### src/rtl/store_buffer_if.sv
// Bus bundle between the pipeline/memory side and the store buffer.
// The master drives store, load and drain inputs; the slave (buffer) drives the rest.
interface store_buffer_if #(
  parameter int DEPTH  = 4,
  parameter int ADDR_W = 32,
  parameter int DATA_W = 32
);
  localparam int CNT_W = $clog2(DEPTH) + 1;

  logic              st_valid;
  logic [ADDR_W-1:0] st_addr;
  logic [DATA_W-1:0] st_data;
  logic              st_ready;

  logic              ld_valid;
  logic [ADDR_W-1:0] ld_addr;
  logic              ld_hit;
  logic [DATA_W-1:0] ld_data;
  logic              ld_stall;

  logic              drain_en;
  logic              mem_write;
  logic [ADDR_W-1:0] mem_address;
  logic [DATA_W-1:0] mem_write_data;

  logic [CNT_W-1:0]  count;
  logic              empty;

  modport master (
    output st_valid, st_addr, st_data, ld_valid, ld_addr, drain_en,
    input  st_ready, ld_hit, ld_data, ld_stall, mem_write, mem_address,
           mem_write_data, count, empty
  );

  modport slave (
    input  st_valid, st_addr, st_data, ld_valid, ld_addr, drain_en,
    output st_ready, ld_hit, ld_data, ld_stall, mem_write, mem_address,
           mem_write_data, count, empty
  );
endinterface

### src/rtl/store_buffer.sv
// FIFO store buffer between EX/MEM and the data memory write port, with load address checking.
// Define STORE_BUF_FWD_EN to forward the youngest matching store to loads instead of stalling them.
module store_buffer #(
  parameter int DEPTH  = 4,
  parameter int ADDR_W = 32,
  parameter int DATA_W = 32
) (
  input  logic          clk,
  input  logic          reset,
  store_buffer_if.slave sb
);
  localparam int PTR_W = $clog2(DEPTH);
  localparam int CNT_W = PTR_W + 1;

  logic [ADDR_W-1:0] addr_q [DEPTH];
  logic [DATA_W-1:0] data_q [DEPTH];
  logic [DEPTH-1:0]  valid_q;
  logic [PTR_W-1:0]  rd_ptr;
  logic [PTR_W-1:0]  wr_ptr;
  logic [CNT_W-1:0]  count_q;

  logic full;
  logic empty;
  logic push;
  logic pop;

  assign full  = (count_q == CNT_W'(DEPTH));
  assign empty = (count_q == '0);
  // Room is judged on registered occupancy only; a same-cycle drain never admits a store.
  assign push  = sb.st_valid && !full;
  assign pop   = !empty && sb.drain_en;

  assign sb.st_ready       = !full;
  assign sb.empty          = empty;
  assign sb.count          = count_q;
  assign sb.mem_write      = pop;
  assign sb.mem_address    = empty ? '0 : addr_q[rd_ptr];
  assign sb.mem_write_data = empty ? '0 : data_q[rd_ptr];

  // NOTE: sequential state uses non-blocking assignments so every register samples pre-edge values.
  always_ff @(posedge clk) begin
    if (reset) begin
      rd_ptr  <= '0;
      wr_ptr  <= '0;
      count_q <= '0;
      valid_q <= '0;
    end else begin
      // Head and tail indices coincide only when empty (no pop) or full (no push).
      if (pop) begin
        valid_q[rd_ptr] <= 1'b0;
        rd_ptr          <= rd_ptr + PTR_W'(1);
      end
      if (push) begin
        valid_q[wr_ptr] <= 1'b1;
        wr_ptr          <= wr_ptr + PTR_W'(1);
      end
      case ({push, pop})
        2'b10:   count_q <= count_q + CNT_W'(1);
        2'b01:   count_q <= count_q - CNT_W'(1);
        default: count_q <= count_q;
      endcase
    end
  end

  // NOTE: payload storage has no reset; valid bits and count gate every read, so stale words are unreachable.
  always_ff @(posedge clk) begin
    if (push) begin
      addr_q[wr_ptr] <= sb.st_addr;
      data_q[wr_ptr] <= sb.st_data;
    end
  end

  logic match;
`ifdef STORE_BUF_FWD_EN
  logic [DATA_W-1:0] match_data;
`endif

  // Walk oldest to youngest so the last hit seen is the youngest matching store.
  // NOTE: every always_comb output gets a default first, otherwise a latch is inferred.
  always_comb begin
    logic [PTR_W-1:0] idx;
    idx   = '0;
    match = 1'b0;
`ifdef STORE_BUF_FWD_EN
    match_data = '0;
`endif
    for (int i = 0; i < DEPTH; i++) begin
      idx = rd_ptr + PTR_W'(i);
      if (valid_q[idx] && (addr_q[idx] == sb.ld_addr)) begin
        match = 1'b1;
`ifdef STORE_BUF_FWD_EN
        match_data = data_q[idx];
`endif
      end
    end
  end

`ifdef STORE_BUF_FWD_EN
  assign sb.ld_hit   = sb.ld_valid && match;
  assign sb.ld_data  = (sb.ld_valid && match) ? match_data : '0;
  assign sb.ld_stall = 1'b0;
`else
  assign sb.ld_hit   = 1'b0;
  assign sb.ld_data  = '0;
  assign sb.ld_stall = sb.ld_valid && match;
`endif
endmodule

### src/flat_wrapper.sv
// flat-port wrapper written by rule: the top's interface ports become plain ports
module store_buffer_flat 
#(
  parameter int DEPTH  = 4,
  parameter int ADDR_W = 32,
  parameter int DATA_W = 32
)
  (clk, reset, sb_st_valid, sb_st_addr, sb_st_data, sb_ld_valid, sb_ld_addr, sb_drain_en, sb_st_ready, sb_ld_hit, sb_ld_data, sb_ld_stall, sb_mem_write, sb_mem_address, sb_mem_write_data, sb_count, sb_empty);
  store_buffer_if #(.DEPTH(DEPTH), .ADDR_W(ADDR_W), .DATA_W(DATA_W)) sb_i ();
  input  logic clk;
  input  logic reset;
  input wire logic [$bits(sb_i.st_valid)-1:0] sb_st_valid;
  input wire logic [$bits(sb_i.st_addr)-1:0] sb_st_addr;
  input wire logic [$bits(sb_i.st_data)-1:0] sb_st_data;
  input wire logic [$bits(sb_i.ld_valid)-1:0] sb_ld_valid;
  input wire logic [$bits(sb_i.ld_addr)-1:0] sb_ld_addr;
  input wire logic [$bits(sb_i.drain_en)-1:0] sb_drain_en;
  output wire logic [$bits(sb_i.st_ready)-1:0] sb_st_ready;
  output wire logic [$bits(sb_i.ld_hit)-1:0] sb_ld_hit;
  output wire logic [$bits(sb_i.ld_data)-1:0] sb_ld_data;
  output wire logic [$bits(sb_i.ld_stall)-1:0] sb_ld_stall;
  output wire logic [$bits(sb_i.mem_write)-1:0] sb_mem_write;
  output wire logic [$bits(sb_i.mem_address)-1:0] sb_mem_address;
  output wire logic [$bits(sb_i.mem_write_data)-1:0] sb_mem_write_data;
  output wire logic [$bits(sb_i.count)-1:0] sb_count;
  output wire logic [$bits(sb_i.empty)-1:0] sb_empty;
  assign sb_i.st_valid = sb_st_valid;
  assign sb_i.st_addr = sb_st_addr;
  assign sb_i.st_data = sb_st_data;
  assign sb_i.ld_valid = sb_ld_valid;
  assign sb_i.ld_addr = sb_ld_addr;
  assign sb_i.drain_en = sb_drain_en;
  assign sb_st_ready = sb_i.st_ready;
  assign sb_ld_hit = sb_i.ld_hit;
  assign sb_ld_data = sb_i.ld_data;
  assign sb_ld_stall = sb_i.ld_stall;
  assign sb_mem_write = sb_i.mem_write;
  assign sb_mem_address = sb_i.mem_address;
  assign sb_mem_write_data = sb_i.mem_write_data;
  assign sb_count = sb_i.count;
  assign sb_empty = sb_i.empty;
  store_buffer #(.DEPTH(DEPTH), .ADDR_W(ADDR_W), .DATA_W(DATA_W)) u_core (.clk(clk), .reset(reset), .sb(sb_i));
endmodule
### config.mk
export PLATFORM = sky130hd
export DESIGN_NAME = store_buffer_flat
export DESIGN_NICKNAME = d
export VERILOG_FILES = /design/src/rtl/store_buffer_if.sv /design/src/rtl/store_buffer.sv /design/src/flat_wrapper.sv
export SDC_FILE = /design/constraint.sdc
export NUM_CORES = 1
export LEC_CHECK = 0
export CORE_UTILIZATION = 57
export CTS_BUF_LIST = sky130_fd_sc_hd__clkbuf_8
export CTS_CLUSTER_SIZE = 30
export DETAILED_ROUTE_END_ITERATION = 6
export GPL_TIMING_DRIVEN = 0
export PLACE_DENSITY = 0.83
export SYNTH_ARGS = -nofsm -noshare
export SYNTH_HDL_FRONTEND = slang
export SYNTH_SLANG_ARGS = --single-unit
export TNS_END_PERCENT = 10
### constraint.sdc
create_clock -name clk -period 4.6 [get_ports clk]
set_input_delay 0.46 -clock clk [delete_from_list [all_inputs] [get_ports clk]]
set_output_delay 0.46 -clock clk [all_outputs]
set_load 0.005 [all_outputs]
* Yosys cells after proc, flatten, opt, wreduce, memory -nomap -nowiden
Memories as Yosys holds them, arrays and structs flattened. A register that Yosys moved wholly into a read port is not among the register bits.
Index checks and enable logic that the tools add are counted.
** Word-level totals
- Bits in registers :: 11
- RAM bits :: 256
- Bits of input ports :: 101
- Output and inout port bits :: 104
- Memories kept :: 2
** Operators by class
- $add $sub $neg :: 6
- $lt $le $gt $ge :: 7
- Equality and inequality tests :: 7
- Muxes and demuxes :: 28
- Bitwise logic cells :: 3
- Reduce and logical (&&, ||, !) cells :: 13
** Memories
- u_core.addr_q :: depth 4, width 32, rd ports 4, clocked after memory_dff 1, wr ports 1, line store_buffer.sv:15 : logic [ADDR_W-1:0] addr_q [DEPTH];
- u_core.data_q :: depth 4, width 32, rd ports 1, clocked after memory_dff 1, wr ports 1, line store_buffer.sv:16 : logic [DATA_W-1:0] data_q [DEPTH];
** Operators by type and width (count)
- equality test 32 bit :: 4
- 2-to-1 mux 32 bit :: 2
- less-than comparator 2 x 3 -> 1 bit, second input constant :: 5
- 2-to-1 mux 1 bit :: 12
- 2-to-1 mux 4 bit :: 3
- logical AND 1 bit :: 9
- binary-select mux 1 bit (select 2 bit) :: 4
- 2-to-1 mux 2 bit :: 4
- case mux 3 bit (2 select lines) :: 1
- adder 2 x 1 -> 2 bit, second input constant :: 2
- adder 2 bit, second input constant :: 2
- bitwise AND 4 bit :: 1
- demux 1 bit (select 2 bit) :: 2
- >= comparator 2 x 1 -> 1 bit, second input constant :: 2
- inverter 4 bit :: 1
- bitwise OR 4 bit :: 1
- adder 3 x 1 -> 3 bit, second input constant :: 1
- equality test 3 bit, second input constant :: 1
- zero test 3 bit :: 1
- subtractor 3 x 1 -> 3 bit, second input constant :: 1
- equality test 2 x 1 -> 1 bit, second input constant :: 1
- equality test 2 bit, second input constant :: 1
- zero test 1 bit :: 2
- nonzero test 2 bit :: 1

* Longest topological paths before layout
- Depth in word-level cells :: 10
- Mapped depth :: 16

* Least setup slack after synthesis
Ideal clock, no wire load.
- Path type :: register to output
- From :: register u_core.rd_ptr[0]
- To :: output port sb_ld_stall
- Arrival :: 3192 ps
- Data required time :: 4140 ps
- Setup slack :: 948 ps
- Cell stages (with the launch flop) :: 16
- Path through :: dfxtp_1 -> buf_6 -> buf_12 -> buf_6 -> buf_4 -> inv_1 -> ha_1 -> buf_6 -> buf_6 -> buf_6 -> mux4_2 -> xor2_1 -> nor4_1 -> nand4_1 -> nor4_1 -> o41a_1
** Between the ends
- Word-level cells in the longest chain between the ends :: 8
- Elaborated cells between the ends (all ways) :: 24
** Ends and longest elaborated chain
- start: declaration :: line store_buffer.sv:18 : logic [PTR_W-1:0] rd_ptr;
- start signal: assignment :: line store_buffer.sv:51 : rd_ptr <= rd_ptr + PTR_W'(1);
- adder 2 x 1 -> 2 bit or binary-select mux 1 bit (select 2 bit) (tied branches) :: line store_buffer.sv:88, store_buffer.sv:89
- memory (4 x 32 bit), or another cell as far along
- equality test 32 bit, or another cell as far along :: line store_buffer.sv:89 : if (valid_q[idx] && (addr_q[idx] == sb.ld_addr)) begin
- logical AND 1 bit or 2-to-1 mux 1 bit (tied branches) :: line store_buffer.sv:89
- 2-to-1 mux 1 bit (2 in series) :: line store_buffer.sv:89
- 2-to-1 mux 1 bit (*) :: line store_buffer.sv:89
- logical AND 1 bit (*) :: line store_buffer.sv:105 : assign sb.ld_stall = sb.ld_valid && match;
- end: declaration :: line flat_wrapper.sv:21 : output wire logic [$bits(sb_i.ld_stall)-1:0] sb_ld_stall;
Every way passes the cells marked *; elsewhere a longest branch is shown, timed or not. The select of a mux whose other input is x is not followed.

* Worst setup path in the final report
- From :: register u_core.rd_ptr[1]
- To :: output port sb_ld_stall
The elaborated chain is that of the path after synthesis.

==> results by group <==
Run status
  – Outcome: completed

Logic synthesis
  – Syn. warnings: 0
  – Synthesized cell area: 14,800 µm²
  – Commonest cells post-synth: edfxtp_1, mux4_2, xor2_1
  – Most used flip-flop cell after synthesis: edfxtp_1
  – Synth top area cells: edfxtp_1, mux4_2, mux2i_1
  – Synth Register Bits: 269
  – Synthesized instance count: 954
  – Asr flop ratio synth: 0
  – Cell with the most instances after synthesis: edfxtp_1
  – Synth area leader: edfxtp_1
  – Share of the synthesized area in the top cell type: 0.520
  – Mapped Avg Cell Area: 15.5 µm²
  – Post-synth EDFFs: 256
  – Distinct cells, synth: 51
  – Seq/Total Area, Yosys: 0.537

Min path
  – HP Class: input pin to register
  – Hold-critical path depth: 2

Placed design
  – I/O Buffers: 156
  – Place WS: -922 ps
  – Detail Placement HPWL: 28,500 µm
  – Global placement routability congestion: 0.984

Setup path
  – Crit. End Element: output port
  – R2R depth: 9
  – CP arrival: 4090 ps
  – Worst Path Required: 4140 ps
  – Peak fanout along the critical path: 10
  – CP Class: register to output port
  – CP Launch Type: register

Route
  – Initial DRT Pass Iterations: 5
  – Via density per instance: 6.21
  – DRC violations left: 0
  – Post-DR wirelength/cell: 25.8 µm
  – WL final: 40,600 µm
  – Initial DRC count: 967
  – Post-route ant nets: 0
  – Vias: 9,776

Final layout
  – Proportion of layout cells with a drive suffix above 1: 0.249
  – Final Net Count: 1,321
  – Syn-to-layout area delta: 23.1%

Clocking
  – H-tree lvl count: 2
  – CTS tree: done
  – Cts hold-fix bufs: 0
  – Clock transition at path regs: 60 ps
  – Num CTS Buffers: 45
  – Root Buffer: clkbuf_8
  – Clk sinks: 269
  – Clk_lat worst skew: 560 ps
  – Longest Clk Path Bufs: 3

Pwr
  – Sw frac: 0.353
  – Clk pwr share: 0.199
  – Flop pwr share: 0.297
  – Power Internal: 6.74 mW
  – Power Density: 573 nW/µm²
  – Gate power share: 0.504
  – NetSw: 3.69 mW
  – P_leak: 6.00 nW
  – VDD IR-drop max: 0.320 mV

Floorplan
  – Io pins: 205
  – CORE AREA: 25,300 µm²
  – Die area: 26,600 µm²
  – Die Width: 163 µm
  – Die height: 163 µm
  – Initial core utilization: 0.584
  – Row cnt: 58

Global route
  – Remaining Overflow, GRT: 0
  – Total global-route track usage: 0.309
  – Vias in the first global route: 9,752
  – Initial antenna violation count: 1
  – First-pass GRT wire length: 58,900 µm
  – Largest net degree at the start of global routing: 49

STA
  – Fin. Hold Viols: 0
  – RSZ-0062 raised after global routing: false
  – Setup_tns: 0 ps
  – Clk_skew: 15.7 ps
  – Slew @ Worst Pin: 1050 ps
  – Final setup fails: 0
  – Crit share post-route: 0.989
  – Final worst slack: 50.5 ps
  – Final Critical Period: 4550 ps
  – Rel. slew slack: 0.301
  – Fmax: 220 MHz
  – Max-slew violations: 0

Job
  – Max-Cap Viols: 0
==> layout by cell type (no fill, tap or decap), types with 13 or more instances in the layout <==
master / count
edfxtp_1: 256
clkdlybuf4s50_1: 155
mux4_2: 117
mux2i_1: 67
xor2_1: 67
nor2b_1: 55
buf_4: 54
clkbuf_8: 49
xnor2_1: 44
conb_1: 33
nor2_1: 32
clkbuf_1: 25
nand2_1: 24
inv_1: 23
a21oi_1: 20
mux2_2: 19
nor4_1: 13
==> per-layer routing <==
metal  part of all wire  GRT usage  vias to the layer above
li1                   -          -                     4201
met1               0.38      0.396                     4823
met2               0.47      0.489                      655
met3               0.11     0.0896                       97
met4              0.040      0.138                        0
met5                  0          0                        -
==> final cells by class <==
class	instances	area (µm²)
Buffer	98	767
Clock buffer	49	674
Clock inverter	31	208
Multi-Input combinational cell	603	6300
Antenna cell	1	2.50
Inverter	15	63.8
Fill cell	1719	7110
Tap cell	330	413
Sequential cell	269	7950
Timing Repair Buffer	178	1830
==> through the flow <==
stage / power, mW / utilization / hold WS, ps / cell area [µm²] / std cells
floorplan: 6.25 / - / 493 / 14900 / 986
global placement: 7.99 / 0.667 / 514 / 16900 / 1472
detailed placement: 8.05 / 0.672 / 533 / 17000 / 1476
CTS: 10.4 / 0.718 / 454 / 18200 / 1571
global route: 10.8 / 0.719 / 506 / 18200 / 1573
finish: 10.4 / 0.719 / 480 / 18200 / 1574
==> flip-flops by register name, summed over array words and instances (netlist names), named ones only <==
name / count
u_core.sb.count: 3
u_core.rd_ptr: 2
u_core.wr_ptr: 2
u_core.valid_q: 4
u_core.addr_q: 128
u_core.data_q: 128
==> power groups by stage <==
stage | combinational [mW] | clock (mW) | sequential, mW
floorplan | 3.14 | 0 | 3.11
global placement | 4.84 | 0 | 3.15
detailed placement | 4.92 | 0 | 3.14
CTS | 5.21 | 2.11 | 3.09
global route | 5.51 | 2.21 | 3.12
finish | 5.26 | 2.08 | 3.10
==> worst paths after layout <==
path / slack (ps) / end / startpoint
min: 480 / register / reset
max: 50 / sb_ld_stall / u_core.rd_ptr[1]$_SDFFE_PP0P_
min reg2reg: 540 / u_core.sb.count[2]$_SDFFE_PP0P_ / u_core.sb.count[2]$_SDFFE_PP0P_
max reg2reg: 2280 / u_core.sb.count[2]$_SDFFE_PP0P_ / u_core.sb.count[2]$_SDFFE_PP0P_
==> kinds of logic after synthesis <==
kind of cell	synth area share
other	0.000253
AND/OR/NAND/NOR	0.0620
flip-flops	0.537
buffers and inverters	0.0514
AO/OA/AOI/OAI	0.0332
XOR/XNOR	0.0681
adder cells (fa/ha/maj)	0.00897
multiplexers	0.239
==> critical path, stage by stage (launching register included) <==
cell	delay, ps
dfxtp_1	370
buf_6	140
buf_4	170
clkbuf_1	800
mux4_2	420
xor2_1	170
nor4_1	510
nand3_1	230
nor3_1	250
o41a_1	230
clkdlybuf4s15_1	220
==> what timing repair did <==
| action | 4_1_cts | 5_1_grt |
|---|---|---|
| resized for setup | 37 | 2 |
| setup endpoints to repair | 1 | 1 |
| pin swaps | 7 | 5 |
| buffers inserted | 16 | 2 |
Note: power is estimated with default switching activity, not from simulation.
